<file path="src/rtl/fir_inverse_if.sv">
// Handshake and result bundle between a requester and the fir_inverse block.
// The requester drives go/y_in; the inverse returns the recovered sample and status.
interface fir_inverse_if;
    logic        go;
    logic [15:0] y_in;
    logic [7:0]  x_out;
    logic        valid;
    logic        err;
    logic        busy;

    modport master (output go, y_in, input x_out, valid, err, busy);
    modport slave  (input go, y_in, output x_out, valid, err, busy);
endinterface

</file>
<file path="src/rtl/fir_inverse.sv">
// Sequential inverse of the 20/15/10 3-tap FIR: recovers x[k] with a 16-step restoring divider.
// Define FIR_INVERSE_CHECK_EN to flag outputs no valid 8-bit input sequence can produce.
module fir_inverse (
    input  logic         clk,
    input  logic         rst,
    fir_inverse_if.slave bus
);
    typedef enum logic [1:0] {IDLE, CALC, DIV, DONE} state_t;

    state_t      state, state_nxt;
    logic [15:0] ybuf;
    logic [15:0] dvd;
    logic [15:0] q;
    logic [4:0]  rem;
    logic [3:0]  cnt;
    logic [7:0]  x1, x2;
    logic [12:0] sub;
    logic        neg;
    logic [5:0]  rem_sh;
    logic        ge;
    logic        fault;
`ifdef FIR_INVERSE_CHECK_EN
    logic        sticky_neg;
`else
    logic        unused_q;
    assign unused_q = q[15];
`endif

    // NOTE: sequential state uses non-blocking assignments so every flop samples pre-edge values.
    always_ff @(posedge clk) begin
        if (rst) state <= IDLE;
        else     state <= state_nxt;
    end

    // NOTE: every signal in this block gets a default first, so no path can infer a latch.
    always_comb begin
        state_nxt = state;
        // History term 15*x1 + 10*x2 peaks at 6375; comparing it to ybuf is the sign of r.
        sub    = 13'(x1) * 13'd15 + 13'(x2) * 13'd10;
        neg    = {3'b000, sub} > ybuf;
        rem_sh = {rem, dvd[15]};
        ge     = rem_sh >= 6'd20;
`ifdef FIR_INVERSE_CHECK_EN
        fault  = sticky_neg | (rem != 5'd0) | (q[15:8] != 8'd0);
`else
        fault  = 1'b0;
`endif
        case (state)
            IDLE:    if (bus.go) state_nxt = CALC;
            CALC:    state_nxt = DIV;
            DIV:     if (cnt == 4'd15) state_nxt = DONE;
            DONE:    state_nxt = IDLE;
            default: state_nxt = IDLE;
        endcase
    end

    always_ff @(posedge clk) begin
        if (rst) begin
            ybuf       <= '0;
            dvd        <= '0;
            q          <= '0;
            rem        <= '0;
            cnt        <= '0;
            x1         <= '0;
            x2         <= '0;
            bus.x_out  <= '0;
            bus.valid  <= 1'b0;
`ifdef FIR_INVERSE_CHECK_EN
            sticky_neg <= 1'b0;
            bus.err    <= 1'b0;
`endif
        end else begin
            bus.valid <= 1'b0;
`ifdef FIR_INVERSE_CHECK_EN
            bus.err   <= 1'b0;
`endif
            case (state)
                IDLE: if (bus.go) ybuf <= bus.y_in;
                CALC: begin
                    cnt <= '0;
                    rem <= '0;
                    q   <= '0;
                    dvd <= neg ? 16'd0 : ybuf - {3'b000, sub};
`ifdef FIR_INVERSE_CHECK_EN
                    sticky_neg <= neg;
`endif
                end
                DIV: begin
                    rem <= ge ? 5'(rem_sh - 6'd20) : rem_sh[4:0];
                    q   <= {q[14:0], ge};
                    dvd <= {dvd[14:0], 1'b0};
                    cnt <= cnt + 4'd1;
                end
                DONE: begin
                    if (!fault) begin
                        bus.x_out <= q[7:0];
                        x2        <= x1;
                        x1        <= q[7:0];
                        bus.valid <= 1'b1;
                    end
`ifdef FIR_INVERSE_CHECK_EN
                    bus.err <= fault;
`endif
                end
                default: ;
            endcase
        end
    end

`ifndef FIR_INVERSE_CHECK_EN
    assign bus.err = 1'b0;
`endif
    assign bus.busy = (state != IDLE);
endmodule

</file>
<file path="src/flat_wrapper.sv">
// flat-port wrapper written by rule: the top's interface ports become plain ports
module fir_inverse_flat 
  (clk, rst, bus_go, bus_y_in, bus_x_out, bus_valid, bus_err, bus_busy);
  fir_inverse_if bus_i ();
  input  logic clk;
  input  logic rst;
  input wire logic [$bits(bus_i.go)-1:0] bus_go;
  input wire logic [$bits(bus_i.y_in)-1:0] bus_y_in;
  output wire logic [$bits(bus_i.x_out)-1:0] bus_x_out;
  output wire logic [$bits(bus_i.valid)-1:0] bus_valid;
  output wire logic [$bits(bus_i.err)-1:0] bus_err;
  output wire logic [$bits(bus_i.busy)-1:0] bus_busy;
  assign bus_i.go = bus_go;
  assign bus_i.y_in = bus_y_in;
  assign bus_x_out = bus_i.x_out;
  assign bus_valid = bus_i.valid;
  assign bus_err = bus_i.err;
  assign bus_busy = bus_i.busy;
  fir_inverse u_core (.clk(clk), .rst(rst), .bus(bus_i));
endmodule
</file>
<file path="config.mk">
export PLATFORM = sky130hd
export DESIGN_NAME = fir_inverse_flat
export DESIGN_NICKNAME = d
export VERILOG_FILES = /design/src/rtl/fir_inverse_if.sv /design/src/rtl/fir_inverse.sv /design/src/flat_wrapper.sv
export SDC_FILE = /design/constraint.sdc
export NUM_CORES = 1
export LEC_CHECK = 0
export ABC_AREA = 1
export BUFFER_PORTS_ARGS = -buffer_cell sky130_fd_sc_hd__buf_4
export CAP_MARGIN = 5
export CORE_ASPECT_RATIO = 1.75
export CORE_UTILIZATION = 25
export DETAILED_ROUTE_END_ITERATION = 10
export GPL_TIMING_DRIVEN = 0
export PLACE_DENSITY = 0.38
export SLEW_MARGIN = 20
export SYNTH_ARGS = -nofsm -noshare
export SYNTH_HDL_FRONTEND = slang
export SYNTH_SLANG_ARGS = --single-unit
</file>
<file path="constraint.sdc">
create_clock -name clk -period 6.52 [get_ports clk]
set_clock_uncertainty 0.05 [all_clocks]
set_input_delay 0.652 -clock clk [delete_from_list [all_inputs] [get_ports clk]]
set_output_delay 0.652 -clock clk [all_outputs]
set_load 0.005 [all_outputs]
</file>
# After elaboration in Yosys (flattened, before gate mapping)

Cells that the tools add are included.

Output and inout bits: 11
Logic and storage cells: 38
Input port bits: 19
Register bits: 68

Multiplexer cells: 10
Add/subtract/negate cells: 4
$lt $le $gt $ge: 2
Equality and inequality tests: 6
Reduce and logical (&&, ||, !) cells: 5
Multipliers: 2

Operator list:

| cell                 | number |
|---|---|
| $pmux 16 s2          | 1 |
| $gt 13x16->1         | 1 |
| $mux 16              | 1 |
| $pmux 8 s2           | 1 |
| $sub 16x13->16       | 1 |
| $add 12x12->13       | 1 |
| $mul 8x4->12 const B | 1 |
| $mul 8x3->11 const B | 1 |
| $pmux 5 s2           | 1 |
| $pmux 2 s4           | 1 |
| $pmux 4 s2           | 1 |
| $ge 6x5->1 const B   | 1 |
| $mux 5               | 1 |
| $sub 5x5->5 const B  | 1 |
| $add 4x1->4 const B  | 1 |
| $eq 2x2->1 const B   | 2 |
| $eq 4x4->1 const B   | 1 |
| $mux 2               | 2 |
| $reduce_and 2->1     | 2 |
| $reduce_bool 2->1    | 2 |
| $eq 2x1->1 const B   | 1 |
| $logic_not 2->1      | 1 |
| $ne 2x1->1 const B   | 1 |
| $ne 2x2->1 const B   | 1 |
| $mux 1               | 1 |

# Depth between registers and ports, before layout

Gate-level depths: netlist of run 1.

Depth in word-level cells: 5
Depth in mapped cells: 26
Mapped depth without buffers: 26

# Worst setup path before layout of run 1

OpenSTA, ideal clock, no wires.

Kind: register to register
From: reg, netlist name u_core.bus.x_out[1]
To: reg u_core.dvd[14]
Stages on the path, launching flop included: 25
Arrival time: 4.389 ns
Buffers on the path: 1
Setup time: 0.132 ns
Slack: 1.949 ns
Cells stage by stage: dfxtp_1 inv_1 fa_1 inv_1 fa_1 inv_1 fa_1 inv_1 ha_1 a21oi_1 o21ai_0 a21oi_1 nor2_1 nor2_1 xor2_1 ha_1 nand2_1 nand2_1 nand2_1 nand2_1 a21oi_1 a21oi_4 buf_6 nand3_2 a21oi_2

RTL lines:

| item                   | line              | RTL |
|---|---|---|
| end signal: assignment | fir_inverse.sv:83 | `dvd <= neg ? 16'd0 : ybuf - {3'b000, sub};` |
| end signal: assignment | fir_inverse.sv:91 | `dvd <= {dvd[14:0], 1'b0};` |
| end: declaration       | fir_inverse.sv:12 | `logic [15:0] dvd;` |

==> results.sh, run 1 <==
export IMPL_status="finished, final reports clean"
export IMPL_yosys_warnings=0
export IMPL_drive_above_1_share_pct=8.17
export IMPL_die_area_mm2=0.0204
export IMPL_n_antenna_cell=0
export IMPL_cts_hold_buf=0
export IMPL_vias_per_cell=4.42
export IMPL_peakVddDrop_mv=0.161
export IMPL_cts_buffers=9
export IMPL_htree_levels=3
export IMPL_cp_endpoint="u_core.dvd[7]"
export IMPL_die_y_um=188
export IMPL_slowest_stage="fa_1"
export IMPL_critPathLaunch="u_core.bus.x_out[3]"
export IMPL_end_kind="register"
export IMPL_vias=4305
export IMPL_timing_final_ws_setup_ps=1060
export IMPL_dpl_hpwl_mm=11.4
export IMPL_slew_violations=0
export IMPL_wirelength_mm=13.6
export IMPL_cts_buffer_depth=2
export IMPL_die_w_um=109
export IMPL_required_ps=6680
export IMPL_max_slew_margin_pct=51.5
export IMPL_crit_fanout=10
export IMPL_drtIter0Drc=104
export IMPL_clkSinkCount=68
export IMPL_cp_start_kind="register"
export IMPL_p_per_area_mw_per_mm2=539
export IMPL_antenna_found_initial=0
export IMPL_root_buffer="clkbuf_16"
export IMPL_hold_violations=0
export IMPL_cts_tree="built"
export IMPL_track_usage_pct=14.5
export IMPL_critPathTopFamily="adder cells"
export IMPL_syn_area_per_cell_um2=7.19
export IMPL_path_clk_slew_ps=60
export IMPL_area_growth_synth_to_final_pct=16.8
export IMPL_reg2reg_slack_ps=1060
export IMPL_worst_path_stages=24
export IMPL_post_route_period_util_pct=83.8
export IMPL_worstRegToRegCells=24
export IMPL_finalNetCount=822
export IMPL_fin_crit_ps=5460
export IMPL_ios=30
export IMPL_grt_max_degree=13
export IMPL_r2r_end="u_core.dvd[7]"
export IMPL_start_util_pct=25.7
export IMPL_yosysUniqueCellTypes=34
export IMPL_grt_pass1_vias=4465
export IMPL_rsz0062_at_grt="false"
export IMPL_fin_setup_tns_ps=0
export IMPL_cts_resized=0
export IMPL_worst_ep_arrival_time_ps=5630
export IMPL_r2r_start="u_core.bus.x_out[3]"
export IMPL_maxCapViolations=0
export IMPL_core_area_mm2=0.0193
export IMPL_worst_pin_slew_ps=727
export IMPL_ant_nets=0
export IMPL_synthesis_area_mm2=0.00496
export IMPL_dp_cells=959
export IMPL_rows=67
export IMPL_power_leakage_nw=2.72
export IMPL_critPathBufInv=6
export IMPL_setup_violations=0
export IMPL_path_class="reg -> reg"
export IMPL_ys_flop_type="dfxtp_1"
export IMPL_placed_area_mm2=0.00548
export IMPL_dr_pass1_iters=5
export IMPL_synth_edf_count=0
export IMPL_postCtsSetupBuffers=0
export IMPL_finalNonFillerCells=975
export IMPL_synthArstFlopShare_pct=0
export IMPL_syn_nets=783
export IMPL_crit_chain="inv_1 -> fa_1 -> inv_1 -> fa_1 -> inv_1 -> fa_1 -> inv_1 -> ha_1 -> a21oi_1 -> o21ai_0 -> a21oi_1 -> nor2_1 -> nor2_1 -> xor2_1 -> ha_1 -> nand2_1 -> inv_1 -> nand2_1 -> nand2_1 -> a21oi_1 -> a21oi_4 -> buf_6 -> nand2_1 -> a21oi_1"
export IMPL_synthCells=690
export IMPL_wire_per_inst_um=13.9
export IMPL_gp_congestion=0.793
export IMPL_drc=0
export IMPL_final_cell_area_mm2=0.00580
export IMPL_ys_seq_area_share_pct=27.4
export IMPL_ys_ff_latch=68
export IMPL_hp_class="reg -> reg"
export IMPL_grt_pass1_wl_mm=22.5
export IMPL_clk_latency_ps=350
export IMPL_io_buffers=28
export IMPL_slowest_delay_ps=540
export IMPL_grt_overflow=0
export IMPL_max_freq_ghz=0.183
export IMPL_dp_slack_ps=1030
export IMPL_cpMostUsedCell="inv_1"
-- how the worst min path moves through the flow --
stage | startpoint | end | slack [ps] | cells past startpoint
global route | u_core.q[3] | u_core.q[3] | 450 | 2
floorplan | u_core.ybuf[0] | u_core.ybuf[0] | 380 | 2
detailed placement | u_core.dvd[0] | u_core.dvd[0] | 410 | 2
finish | u_core.rem[4] | u_core.rem[4] | 420 | 2
CTS | u_core.dvd[0] | u_core.dvd[0] | 420 | 2
global placement | u_core.rem[4] | u_core.rem[4] | 410 | 2
-- kinds of logic (layout without fill, tap and decap cells) --
group	after synthesis	in the layout	share of synthesized area (%)
simple gates	226	226	19.1
buf+inv	164	208	12.7
compound gates	136	136	14.7
fa+ha+maj	74	74	22.3
flops	68	68	27.4
xor+xnor	21	21	3.71
other cells	1	1	0.0756
-- power by group --
part           internal, mW  switching (mW)
clock network         0.329           0.199
logic                 0.715            1.31
registers             0.503          0.0618
total                  1.55            1.58
-- layer usage --
layer  vias up  share of wire [%]  global-route usage, %
met5         -                  0                      0
met2        55                 53                   26.4
met1      1984                 41                   15.8
met3        17                2.2                   2.28
li1       2249                  -                      -
met4         0                3.5                   7.33
-- placed cells by master (no fill, tap or decap), drive strengths merged --
cell	synthesis	final
nor3	5	5
clkinvlp	0	1
o22ai	11	11
and3	2	2
dfxtp	68	68
inv	146	147
fa	24	24
ha	50	50
xor2	13	13
nor2	49	49
a22o	1	1
xnor2	8	8
or2	1	1
o21bai	2	2
o21ai	44	44
buf	7	35
conb	1	1
a21oi	76	76
nand2	130	130
o211a	1	1
clkinv	0	1
bufinv	0	1
and2	1	1
nand3b	3	3
clkbuf	11	23
a211oi	1	1
nand3	31	31
nand4	4	4
-- cell type report --
class                      count  area (um^2)
buffer                        18         81.3
clock buffer                  12          267
clock inverter                 4         55.1
fill                        2135        13500
inverter                     146          548
multi-input combinational    458         2970
sequential                    68         1360
tap                          241          302
timing repair buffer          28          210
-- registers in the layout, summed over array words and instances (netlist names) --
name              flops
u_core.ybuf          16
u_core.cnt            4
u_core.bus.x_out      8
u_core.rem            5
u_core.bus.valid      1
u_core.x2             8
u_core.q              8
u_core.dvd           16
u_core.state          2
-- stage by stage --
| step | util [%] | hold slack, ps | power, mW |
|---|---|---|---|
| after global placement | 28.4 | 407 | 2.65 |
| final | 30.1 | 419 | 3.12 |
| after detailed placement | 28.4 | 413 | 2.63 |
| after floorplan | - | 383 | 2.10 |
| after global routing | 30.1 | 454 | 3.49 |
| after CTS | 30.1 | 420 | 3.19 |
-- cells in the mapped netlist, types with 2 or more instances --
library cell / number / share of area (%)
a21oi_1: 73 / 7.4
a21oi_2: 2 / 0.35
and3_1: 2 / 0.25
buf_1: 3 / 0.23
buf_2: 2 / 0.20
clkbuf_1: 11 / 0.83
dfxtp_1: 68 / 27
fa_1: 24 / 9.7
ha_1: 50 / 13
inv_1: 145 / 11
nand2_1: 126 / 9.5
nand2_2: 4 / 0.50
nand3_1: 29 / 2.9
nand3_2: 2 / 0.40
nand3b_1: 3 / 0.45
nand4_1: 4 / 0.50
nor2_1: 49 / 3.7
nor3_1: 4 / 0.40
o21ai_0: 44 / 4.4
o21bai_1: 2 / 0.30
o22ai_1: 11 / 1.4
xnor2_1: 8 / 1.4
xor2_1: 13 / 2.3
-- worst min-delay path: stages (launching register included) --
cell     delay [ps]
dfxtp_1         310
nand2_1          60
a21oi_1          60
No activity file was read; power rests on OpenSTA's default activity.
==> run 2: changes to the inputs <==
==> constraint.sdc (replaced) <==
create_clock -name clk -period 5.7 [get_ports clk]
set_clock_uncertainty 0.05 [all_clocks]
set_input_delay 0.57 -clock clk [delete_from_list [all_inputs] [get_ports clk]]
set_output_delay 0.57 -clock clk [all_outputs]
set_load 0.005 [all_outputs]
==> run 2 against run 1 <==
  * Setup slack lost 700 ps
  * Utilization is essentially flat
  * Wire length hardly changed
  * First-iteration DRC count increased by 4.8%
  * Register-to-register slack lost 700 ps
  * Non-clock buffer count stayed put
  * Fmax is 2.3% higher
  * Sequential share of layout area barely moved
  * Clock-buffer cell count unchanged
  * Worst hold slack got worse by 52 ps
==> results.sh, run 2 (synthesized netlist as in run 1, its figures left out) <==
export IMPL_setup_violations=0
export IMPL_fill_cells=2133
export IMPL_n_antenna_cell=0
export IMPL_wire_per_inst_um=13.9
export IMPL_rows=67
export IMPL_grt_pass1_vias=4465
export IMPL_cts_buffer_depth=2
export IMPL_maxCapViolations=0
export IMPL_track_usage_pct=14.5
export IMPL_clk_latency_ps=350
export IMPL_drc=0
export IMPL_fin_crit_ps=5340
export IMPL_cts_buffers=9
export IMPL_grt_max_degree=13
export IMPL_reg2reg_slack_ps=360
export IMPL_die_area_mm2=0.0204
export IMPL_drtIter0Drc=109
export IMPL_dpl_hpwl_mm=11.4
export IMPL_max_freq_ghz=0.187
export IMPL_hp_class="in -> reg"
export IMPL_slew_violations=0
export IMPL_grt_pass1_wl_mm=22.5
export IMPL_layout_commonest_cell="inv_1"
export IMPL_cp_start_kind="register"
export IMPL_max_slew_margin_pct=51.5
export IMPL_ant_nets=0
export IMPL_wirelength_mm=13.6
export IMPL_dr_pass1_iters=5
export IMPL_path_class="reg -> reg"
export IMPL_core_area_mm2=0.0193
export IMPL_p_per_area_mw_per_mm2=616
export IMPL_area_growth_synth_to_final_pct=16.9
export IMPL_drive_above_1_share_pct=8.31
export IMPL_status="finished, final reports clean"
export IMPL_vias_per_cell=4.41
export IMPL_vias=4304
export IMPL_post_route_period_util_pct=93.7
export IMPL_clkSinkCount=68
export IMPL_ios=30
export IMPL_finalNetCount=822
export IMPL_htree_levels=3
export IMPL_r2r_end="u_core.dvd[7]"
export IMPL_dp_slack_ps=215
export IMPL_io_buffers=28
export IMPL_worst_pin_slew_ps=727
export IMPL_top_regs="u_core.dvd (16), u_core.ybuf (16)"
export IMPL_path_clk_slew_ps=60
export IMPL_end_kind="register"
export IMPL_root_buffer="clkbuf_16"
export IMPL_r2r_start="u_core.bus.x_out[3]"
export IMPL_peakVddDrop_mv=0.184
export IMPL_timing_final_ws_setup_ps=360
export IMPL_worstRegToRegCells=24
export IMPL_min_path_cells=2
export IMPL_worst_ep_arrival_time_ps=5570
export IMPL_crit_fanout=10
export IMPL_required_ps=5930
export IMPL_grt_overflow=0
export IMPL_final_cell_mix="inv_1 (145), nand2_1 (126), a21oi_1 (72)"
export IMPL_cts_tree="built"
export IMPL_die_w_um=109
export IMPL_rsz0062_at_grt="false"
export IMPL_fin_setup_tns_ps=0
export IMPL_min_from="rst"
export IMPL_die_y_um=188
export IMPL_gp_congestion=0.793
export IMPL_hold_violations=0
export IMPL_antenna_found_initial=0
export IMPL_hold_path_endpoint="u_core.state[0]"
export IMPL_power_leakage_nw=2.72
export IMPL_start_util_pct=25.7
## run 2: cell types whose count changed in the layout (fill, tap and decap cells not counted)
cell	delta
a21oi_2	+1
o21ai_1	+1
o21ai_0	-1
a21oi_1	-1
## run 2: through the flow
step	hold WS, ps	area [um^2]	utilization [%]	power [mW]	std cells
2_1_floorplan	383	4960	-	2.40	690
3_3_place_gp	407	5480	28.4	3.03	959
3_5_place_dp	413	5480	28.4	3.01	959
4_1_cts	359	5800	30.1	3.64	975
5_1_grt	376	5800	30.1	4.00	975
6_report	366	5800	30.1	3.58	975
## run 2: how the worst max path moves through the flow
stage                              startpoint             end  slack, ps  depth (start not counted)
after floorplan           u_core.bus.x_out[1]  u_core.dvd[14]       1130                         24
after global placement    u_core.bus.x_out[3]   u_core.dvd[6]        230                         24
after detailed placement  u_core.bus.x_out[3]   u_core.dvd[7]        210                         24
after CTS                 u_core.bus.x_out[3]   u_core.dvd[7]        200                         24
after global routing      u_core.bus.x_out[2]   u_core.dvd[6]         20                         24
final                     u_core.bus.x_out[3]   u_core.dvd[7]        360                         24
## run 2: critical path: stages (launching register included)
cell     delay, ps
dfxtp_1        440
inv_1          190
fa_1           540
inv_1           60
fa_1           520
inv_1           60
fa_1           530
inv_1           40
ha_1           350
a21oi_1        220
o21ai_0        140
a21oi_1        210
nor2_1          60
nor2_1         120
xor2_1         260
ha_1           260
nand2_1         90
inv_1           70
nand2_1         70
nor3_2         170
nand2_2        110
a21oi_4        260
buf_6          200
nand2_1         90
a21oi_1        120
## run 2: area by class of cell
class / count / area (um^2) / area share [%]
buffer: 18 / 81.3 / 1.40
clock buffer: 12 / 267 / 4.59
clock inverter: 4 / 55.1 / 0.949
inverter: 146 / 548 / 9.45
multi-input combinational: 458 / 2980 / 51.3
sequential: 68 / 1360 / 23.5
tap: 241 / 302 / 5.20
timing repair buffer: 28 / 210 / 3.62
## run 2: metal layers
layer | global-route usage, % | share of wire, %
met5 | 0 | 0
met4 | 7.33 | 3.5
met1 | 15.8 | 41
met2 | 26.4 | 53
met3 | 2.28 | 2.2
## run 2: power by group
group	switching, mW	internal [mW]
Clock	0.228	0.377
Combinational	1.51	0.820
Sequential	0.0707	0.575
Total	1.80	1.77
## run 2: timing repair
action                                 CTS  global route
resized for setup                        0             2
setup buffers                            0             0
setup endpoints to repair                0            11
hold buffers                             0             0
endpoints found under the hold margin    0             0
